`src/rtl/debounce_edge_bank_pkg.sv`:
```
// Shared types and timing constants for the push-button/switch debouncer bank.
// Parameter defaults are expressed in milliseconds of the 50 MHz system clock.
package debounce_edge_bank_pkg;

   localparam int CLK_HZ     = 50_000_000;
   localparam int CYC_PER_MS = CLK_HZ / 1000;

   typedef enum logic [1:0] {
      ST_IDLE = 2'd0,
      ST_WAIT = 2'd1,
      ST_HOLD = 2'd2,
      ST_RPT  = 2'd3
   } rpt_state_t;

   function automatic int max_int(input int a, input int b);
      return (a > b) ? a : b;
   endfunction

endpackage

```
`src/rtl/debounce_channel.sv`:
```
// One debounce channel: 2-flop synchroniser, stability counter, edge pulses and
// auto-repeat press generator. Input is already polarity-normalised (1 = active).
//
//   state   | meaning
//   --------+-----------------------------------------------------------
//   ST_IDLE | debounced level low, waiting for a rise
//   ST_WAIT | level high, auto-repeat disabled until the next rise
//   ST_HOLD | level high, timing the initial hold before the first repeat
//   ST_RPT  | level high, emitting a press every REPEAT_CYCLES
module debounce_channel
   import debounce_edge_bank_pkg::*;
#(
   parameter int DB_CYCLES     = 30 * CYC_PER_MS,
   parameter int HOLD_CYCLES   = 500 * CYC_PER_MS,
   parameter int REPEAT_CYCLES = 100 * CYC_PER_MS
) (
   input  logic i_clk,
   input  logic i_reset,
   input  logic i_x,
   input  logic i_repeat_en,
   output logic o_y,
   output logic o_rise,
   output logic o_fall,
   output logic o_press
);

   localparam int CW = $clog2(DB_CYCLES + 1);
   localparam int TW = $clog2(max_int(HOLD_CYCLES, REPEAT_CYCLES) + 1);
   localparam logic [CW-1:0] DB_LAST   = CW'(DB_CYCLES - 1);
   localparam logic [TW-1:0] HOLD_LAST = TW'(HOLD_CYCLES - 1);
   localparam logic [TW-1:0] RPT_LAST  = TW'(REPEAT_CYCLES - 1);

   logic          r_s1;
   logic          r_xs;
   logic          r_y;
   logic          r_rise;
   logic          r_fall;
   logic          r_press;
   logic [CW-1:0] r_cnt;
   logic [TW-1:0] r_tmr;
   rpt_state_t    r_state;

   logic          w_done;
   logic          w_rise_evt;
   logic          w_fall_evt;
   logic          w_press_nxt;
   logic [TW-1:0] w_tmr_nxt;
   rpt_state_t    w_state_nxt;

   // The repeat FSM reacts to the edge that toggles y, so press lines up with rise.
   assign w_done     = (r_xs != r_y) && (r_cnt == DB_LAST);
   assign w_rise_evt = w_done && !r_y;
   assign w_fall_evt = w_done && r_y;

   always_ff @(posedge i_clk) begin
      if (i_reset) begin
         r_s1   <= 1'b0;
         r_xs   <= 1'b0;
         r_y    <= 1'b0;
         r_cnt  <= '0;
         r_rise <= 1'b0;
         r_fall <= 1'b0;
      end else begin
         r_s1   <= i_x;
         r_xs   <= r_s1;
         r_rise <= w_rise_evt;
         r_fall <= w_fall_evt;
         if (r_xs == r_y) begin
            r_cnt <= '0;
         end else if (r_cnt == DB_LAST) begin
            r_cnt <= '0;
            r_y   <= ~r_y;
         end else begin
            r_cnt <= r_cnt + CW'(1);
         end
      end
   end

   always_ff @(posedge i_clk) begin
      if (i_reset) begin
         r_state <= ST_IDLE;
         r_tmr   <= '0;
         r_press <= 1'b0;
      end else begin
         r_state <= w_state_nxt;
         r_tmr   <= w_tmr_nxt;
         r_press <= w_press_nxt;
      end
   end

   always_comb begin
      w_state_nxt = r_state;
      w_tmr_nxt   = r_tmr;
      w_press_nxt = 1'b0;
      case (r_state)
         ST_IDLE: begin
            if (w_rise_evt) begin
               w_press_nxt = 1'b1;
               w_tmr_nxt   = '0;
               w_state_nxt = i_repeat_en ? ST_HOLD : ST_WAIT;
            end
         end
         ST_WAIT: begin
            if (w_fall_evt) w_state_nxt = ST_IDLE;
         end
         ST_HOLD: begin
            if (w_fall_evt) begin
               w_state_nxt = ST_IDLE;
            end else if (!i_repeat_en) begin
               w_state_nxt = ST_WAIT;
            end else if (r_tmr == HOLD_LAST) begin
               w_press_nxt = 1'b1;
               w_tmr_nxt   = '0;
               w_state_nxt = ST_RPT;
            end else begin
               w_tmr_nxt = r_tmr + TW'(1);
            end
         end
         ST_RPT: begin
            if (w_fall_evt) begin
               w_state_nxt = ST_IDLE;
            end else if (!i_repeat_en) begin
               w_state_nxt = ST_WAIT;
            end else if (r_tmr == RPT_LAST) begin
               w_press_nxt = 1'b1;
               w_tmr_nxt   = '0;
            end else begin
               w_tmr_nxt = r_tmr + TW'(1);
            end
         end
         default: w_state_nxt = ST_IDLE;
      endcase
   end

   assign o_y     = r_y;
   assign o_rise  = r_rise;
   assign o_fall  = r_fall;
   assign o_press = r_press;

endmodule

```
`src/rtl/debounce_edge_bank.sv`:
```
// N-channel debouncer bank for KEY/SW pins: normalises polarity and fans each
// input bit out to an independent debounce_channel.
module debounce_edge_bank
   import debounce_edge_bank_pkg::*;
#(
   parameter int N             = 4,
   parameter int DB_CYCLES     = 30 * CYC_PER_MS,
   parameter int HOLD_CYCLES   = 500 * CYC_PER_MS,
   parameter int REPEAT_CYCLES = 100 * CYC_PER_MS,
   parameter bit ACTIVE_LOW    = 1'b1
) (
   input  logic         clk,
   input  logic         reset,
   input  logic [N-1:0] x,
   input  logic [N-1:0] repeat_en,
   output logic [N-1:0] y,
   output logic [N-1:0] rise,
   output logic [N-1:0] fall,
   output logic [N-1:0] press
);

   logic [N-1:0] w_xn;

   assign w_xn = ACTIVE_LOW ? ~x : x;

   for (genvar g = 0; g < N; g++) begin : g_ch
      debounce_channel #(
         .DB_CYCLES    (DB_CYCLES),
         .HOLD_CYCLES  (HOLD_CYCLES),
         .REPEAT_CYCLES(REPEAT_CYCLES)
      ) u_ch (
         .i_clk      (clk),
         .i_reset    (reset),
         .i_x        (w_xn[g]),
         .i_repeat_en(repeat_en[g]),
         .o_y        (y[g]),
         .o_rise     (rise[g]),
         .o_fall     (fall[g]),
         .o_press    (press[g])
      );
   end

endmodule

```
`config.mk`:
```
export PLATFORM = sky130hd
export DESIGN_NAME = debounce_edge_bank
export DESIGN_NICKNAME = d
export VERILOG_FILES = /design/src/rtl/debounce_edge_bank_pkg.sv /design/src/rtl/debounce_channel.sv /design/src/rtl/debounce_edge_bank.sv
export SDC_FILE = /design/constraint.sdc
export NUM_CORES = 1
export LEC_CHECK = 0
export ABC_AREA = 1
export BUFFER_PORTS_ARGS = -buffer_cell sky130_fd_sc_hd__buf_4
export CORE_ASPECT_RATIO = 0.7
export CORE_MARGIN = 8
export CORE_UTILIZATION = 50
export DETAILED_ROUTE_END_ITERATION = 8
export PLACE_DENSITY = 0.66
export SKIP_LAST_GASP = 1
export SYNTH_ARGS = -nofsm -noshare
export SYNTH_HDL_FRONTEND = slang
export SYNTH_SLANG_ARGS = --single-unit
```
`constraint.sdc`:
```
create_clock -name clk -period 2.5 [get_ports clk]
set_input_delay 0.375 -clock clk [delete_from_list [all_inputs] [get_ports clk]]
set_output_delay 0.375 -clock clk [all_outputs]
set_load 0.1 [all_outputs]
```
# Yosys cells after proc, flatten, opt, wreduce, memory -nomap -nowiden
# Index checks and enable logic that the tools add are counted.
[classes]
add_sub_neg = 8
multipliers = 0
div_mod_pow = 0
n_lt_le_gt_ge = 0
n_eq_ne = 64
shift = 0
muxes = 100
n_bitwise = 9
reduce_logical = 40
[op_table]
columns = ["op", "n"]
rows = [
  ["$mux W25", 28],
  ["$pmux W25 S3", 4],
  ["$add A25 B1 Y25 const B", 4],
  ["$eq A25 B23 Y1 const B", 4],
  ["$eq A25 B25 Y1 const B", 4],
  ["$add A21 B1 Y21 const B", 4],
  ["$eq A21 B21 Y1 const B", 4],
  ["$mux W2", 32],
  ["$ne A2 B2 Y1 const B", 16],
  ["$pmux W2 S4", 4],
  ["$mux W1", 28],
  ["$reduce_and A6 Y1", 4],
  ["$eq A2 B2 Y1 const B", 8],
  ["$ne A2 B1 Y1 const B", 8],
  ["$ne A4 B2 Y1 const B", 4],
  ["$reduce_and A4 Y1", 4],
  ["$logic_and A1 B1 Y1", 12],
  ["$ne A3 B2 Y1 const B", 4],
  ["$pmux W1 S3", 4],
  ["$reduce_bool A3 Y1", 4],
  ["$reduce_or A3 Y1", 4],
  ["$eq A2 B1 Y1 const B", 4],
  ["$logic_not A2 Y1", 4],
  ["$not A1 Y1", 8],
  ["5 further kinds", 17],
]
[word_totals]
regBits = 216
latchBits = 0
ram_bits = 0
rom_bits = 0
out_inout_bits = 16
word_cells = 257
memories = 0

# Logic depth before layout (Yosys ltp)
[depth]
depth_word = 5
depth_mapped = 15
ltp_nobuf = 14

# Modules after synthesis
# Synthesis repeated with hierarchy kept, for this count alone.
[unflattened]
cells_unflattened = 2261
hier_area_um2 = 13970.9
[by_module_without_submodules]
columns = ["module", "instances", "cells_per_inst", "area_per_inst_um2", "seq_area_each_um2"]
rows = [
  ["debounce_channel (g_ch[0].u_ch ...)", 3, 576, 3522.1, 1081.0],
  ["debounce_channel (g_ch[3].u_ch)", 1, 529, 3389.5, 1081.0],
  ["debounce_edge_bank", 1, 4, 15.0, 0.0],
]

# Worst setup path before layout
# OpenSTA, ideal clock, no wires.
[synth_path]
path_kind = "flip-flop to flip-flop"
startpoint = "reg g_ch[3].u_ch.r_cnt[0]"
endpoint = "reg g_ch[3].u_ch.r_tmr[1]"
setup_ns = 0.117
arrival_ns = 1.602
path_slack_ns = 0.781
path_stages_with_launch = 14
n_path_buf = 1
period_less_slack_ns = 1.719
cell_sequence = "dfxtp_1 ha_1 nand2_1 nor2_4 inv_1 nor2_2 inv_1 nor2_2 nand4_1 nand2_2 inv_2 buf_6 a21oi_1 nor2_1"
[synth_between]
elab_chain_len = 5
[synth_rtl]
columns = ["item", "line", "source"]
rows = [
  ["start: declaration", "debounce_channel.sv:39", "logic [CW-1:0] r_cnt;"],
  ["start signal: assignment", "debounce_channel.sv:74", "r_cnt <= r_cnt + CW'(1);"],
  ["$eq A21 B21 Y1 (*)", "debounce_channel.sv:51", "assign w_done = (r_xs != r_y) && (r_cnt == DB_LAST);"],
  ["$logic_and A1 B1 Y1 (*)", "debounce_channel.sv:51", ""],
  ["$logic_and A1 B1 Y1 (on tied branches)", "debounce_channel.sv:53, debounce_channel.sv:52", ""],
  ["$ne A2 B2 Y1 (no source line) or $ne A2 B1 Y1 (tied branches)", "--", ""],
  ["$reduce_and A6 Y1 (no source line) (*)", "--", ""],
  ["end signal: assignment", "debounce_channel.sv:86", "r_tmr <= w_tmr_nxt;"],
  ["end: declaration", "debounce_channel.sv:40", "logic [TW-1:0] r_tmr;"],
]
# Every way passes the cells marked *; elsewhere a longest branch is shown, timed or not.
# A chain may end at the register's enable or synchronous reset.

# Worst setup path after layout
[layout_path]
startpoint = "reg g_ch[0].u_ch.r_cnt[0]"
endpoint = "reg g_ch[0].u_ch.r_tmr[18]"
[layout_between]
elab_chain_len = 5
[layout_rtl]
columns = ["item", "line"]
rows = [
  ["start: declaration", "debounce_channel.sv:39"],
  ["start signal: assignment", "debounce_channel.sv:74"],
  ["$eq A21 B21 Y1 (*)", "debounce_channel.sv:51"],
  ["$logic_and A1 B1 Y1 (*)", "debounce_channel.sv:51"],
  ["$logic_and A1 B1 Y1 (on tied branches)", "debounce_channel.sv:53, debounce_channel.sv:52"],
  ["$ne A2 B2 Y1 (no source line) or $ne A2 B1 Y1 (tied branches)", "--"],
  ["$reduce_and A6 Y1 (no source line) (*)", "--"],
  ["end signal: assignment", "debounce_channel.sv:86"],
  ["end: declaration", "debounce_channel.sv:40"],
]
# Marks and branches as above.

==> out/qor.csv <==
stage,metric,value,unit
clock_network,path_clk_slew,0.06,ns
placed_design,io_buffer_count,25,
detailed_routing,vias,13500,
setup_path,critical-path-max-stage-delay,0.36,ns
sta,fin_crit_sh,0.888,
synth,ys_types,46,
sta,rsz0062_at_grt,false,
clock_network,numCtsBuffers,24,
setup_path,cpMaxStageDelayCell,dfxtp_1,
sta,worst_pin_slew,0.709,ns
power_and_ir_drop,leakagePower,5.69,nW
die,pin_count,26,
clock_network,postCtsSetupBuffers,0,
flow_run,drv_cap,0,
setup_path,crit_type,flop to flop,
global_routing,grt_pass1_wl,59300,um
die,die_area,0.0323,sq mm
power_and_ir_drop,pwr-share-clk,0.497,
power_and_ir_drop,switchingPower,1.73,mW
synth,yosys_most_used_dff,dfxtp_1,
clock_network,cts.sinks,216,
setup_path,cp_cell_sequence,"ha_1, nand2_1, inv_1, nand2_1, nor2_1, and2_2, nand4_1, nand2_2, nand3_1, nand2_1, nor2_1",
power_and_ir_drop,p_int,5.98,mW
finish,nNetsFinal,2206,
setup_path,start_kind,flop,
sta,fin_skew,0.0102,ns
placed_design,dp_hpwl,26100,um
die,start_util,0.504,
synth,async_flop_share,0,
die,die_w,212,um
clock_network,h-tree-depth,1,
sta,slew_headroom,0.525,
finish,n_fill_cell,2701,
synth,synth-warning-count,0,
global_routing,first_global_vias,12000,
detailed_routing,drtAntennaViolNets,0,
sta,setup_viol,0,
status,status,completed,
finish,fin_util,0.555,
detailed_routing,drc,0,
die,die_h,153,um
finish,most-common-layout-cells,"nand2_1 (625), nor2_1 (323), inv_1 (249), dfxtp_1 (216), nand3_1 (184)",
clock_network,cts_root_buffer,clkbuf_16,
setup_path,end_kind,flop,
setup_path,cp.required,2.90,ns
power_and_ir_drop,power.density,524,mW/mm^2
power_and_ir_drop,seqPwrFrac,0.454,
sta,min_period,2.22,ns
global_routing,grt-ovfl-total,0,
detailed_routing,drtIter0Drc,1404,
synth,syn_area_per_cell,6.16,sq um
detailed_routing,first_pass_iters,6,
detailed_routing,routed_wl,35000,um
sta,tns,0,ns
power_and_ir_drop,p_sw_frac,0.224,
power_and_ir_drop,ir_drop,410,uV
synth,yosysSeqAreaShare,0.323,
placed_design,dpl.cell_count,2522,
sta,max_clock_freq,450,MHz
clock_network,cts_tree,done,
global_routing,antenna_found_initial,0,
global_routing,grt_util_all_layers,0.214,
die,core,0.0265,sq mm
finish,drive_gt1_frac,0.0799,
setup_path,cp_data_arrival_time,2.62,ns
sta,hold_violations,0,
power_and_ir_drop,pwr-share-comb,0.049,
clock_network,clk_latency,0.53,ns
synth,ys_seq_elements,216,
placed_design,place_congestion,1.05,
setup_path,critPathMostFrequentCell,nand2_1,
global_routing,grt_max_degree,41,
die,num_rows,50,
detailed_routing,wl_per_cell,13.6,um
sta,slew_viol_final,0,
synth,netlist_instances,2173,
clock_network,clockBufferDepth,3,
finish,fin_cells,2566,
finish,syn2layout_area_growth,9.94,%
detailed_routing,viasPerCell,5.25,
setup_path,crit_fanout,20,
worst_hold_path,hold_class,primary input to flop,
synth,syn-num-nets,2191,
synth,synth-edff-count,0,
finish,n_antenna_cell,0,
synth,synth_area,0.0134,sq mm
finish,layout_commonest_cell,nand2_1,
==> sequential cells by signal, indices dropped and copies added, names as in the netlist <==
name,flops
g_ch.u_ch.r_cnt,84
g_ch.u_ch.r_s1,4
g_ch.u_ch.o_press,4
g_ch.u_ch.o_rise,4
g_ch.u_ch.o_y,4
g_ch.u_ch.r_tmr,100
g_ch.u_ch.r_xs,4
g_ch.u_ch.o_fall,4
g_ch.u_ch.r_state,8
==> power groups by stage <==
stage          clock (mW)  sequential, mW  combinational, mW
2_1_floorplan           0            3.56              0.280
3_3_place_gp            0            3.57              0.363
3_5_place_dp            0            3.57              0.370
4_1_cts              3.94            3.50              0.376
5_1_grt              4.08            3.50              0.427
6_report             3.84            3.50              0.378
==> final timing paths <==
path / cells past startpoint / start / slack [ns] / end
worst max-delay path: 11 / g_ch[0].u_ch.r_cnt[0]$_SDFF_PP0_ / 0.28 / g_ch[0].u_ch.r_tmr[18]$_SDFFE_PP0P_
worst min-delay path: 5 / repeat_en[1] / 0.23 / g_ch[1].u_ch.r_state[1]$_SDFFE_PP0P_
worst max register to register: 11 / g_ch[0].u_ch.r_cnt[0]$_SDFF_PP0_ / 0.28 / g_ch[0].u_ch.r_tmr[18]$_SDFFE_PP0P_
worst min register to register: 2 / g_ch[0].u_ch.r_s1$_SDFF_PP0_ / 0.41 / g_ch[0].u_ch.r_xs$_SDFF_PP0_
==> per-layer routing <==
| metal | track usage | up-vias | wire length, um |
|---|---|---|---|
| li1 | - | 6966 | - |
| met1 | 0.318 | 6037 | 17500 |
| met2 | 0.318 | 415 | 14300 |
| met3 | 0.0321 | 60 | 2430 |
| met4 | 0.0515 | 0 | 757 |
| met5 | 0 | - | 0 |
==> cells by family (layout without fill, tap and decap cells) <==
| family | count (synthesis) | in the layout | synth area share |
|---|---|---|---|
| compound gates | 208 | 208 | 0.0864 |
| xor+xnor | 59 | 59 | 0.0386 |
| fa+ha+maj | 8 | 8 | 0.00748 |
| buf+inv | 332 | 361 | 0.106 |
| flops | 216 | 216 | 0.323 |
| simple gates | 1350 | 1350 | 0.438 |
==> Yosys cell counts, types with 3 or more instances <==
cell	count	area [sq um]
nand3b_1	8	60.1
inv_2	10	37.5
inv_1	249	935
nand3_1	184	921
nand2_2	8	50.1
nor3_1	64	320
a21oi_1	128	641
o211ai_1	5	37.5
a21oi_2	16	140
o21ai_0	42	210
a22oi_1	3	22.5
xnor2_1	7	61.3
o21bai_1	3	22.5
nor2_1	323	1210
buf_6	7	78.8
xor2_1	52	455
nor3b_1	14	105
and3_1	5	31.3
nand2_1	625	2350
dfxtp_1	216	4320
ha_1	8	100
nor2_2	18	113
nand4_1	71	444
or2_2	13	81.3
clkbuf_1	22	82.6
buf_2	14	70.1
nand4_2	3	37.5
a31o_2	3	26.3
buf_4	27	203
==> stage by stage <==
| stage | cell area (sq um) | power (mW) | hold slack [ns] | worst slack, ns |
|---|---|---|---|---|
| after global placement | 13800 | 3.93 | 0.395 | 0.392 |
| after floorplan | 13400 | 3.84 | 0.388 | 0.781 |
| after detailed placement | 13800 | 3.94 | 0.402 | 0.294 |
| final | 14700 | 7.71 | 0.230 | 0.279 |
| after global routing | 14700 | 8.01 | 0.251 | 0.0179 |
| after CTS | 14700 | 7.81 | 0.209 | 0.245 |
==> worst max-delay path: cells and delay by family (launching register included) <==
kind	cells	cell delay (ns)
buffers and inverters	1	0.08
adders and majority gates	1	0.18
and+or+nand+nor	9	1.49
DFF	1	0.36
==> area by class of cell <==
class                      instances  area (sq um)  share of cell area
sequential                       216          4320               0.294
timing repair buffer              59           453              0.0308
clock inverter                    11           183              0.0124
inverter                         262           988              0.0672
tap                              364           455              0.0310
clock buffer                      29           671              0.0456
multi-input combinational       1625          7640               0.519
==> repair_timing <==
action / 4_1_cts / 5_1_grt
gates resized for setup: 0 / 2
endpoints found under the hold margin: 4 / 0
hold buffers: 4 / 0
endpoints found under the setup margin: 0 / 4
(Power assumes the default switching activity.)
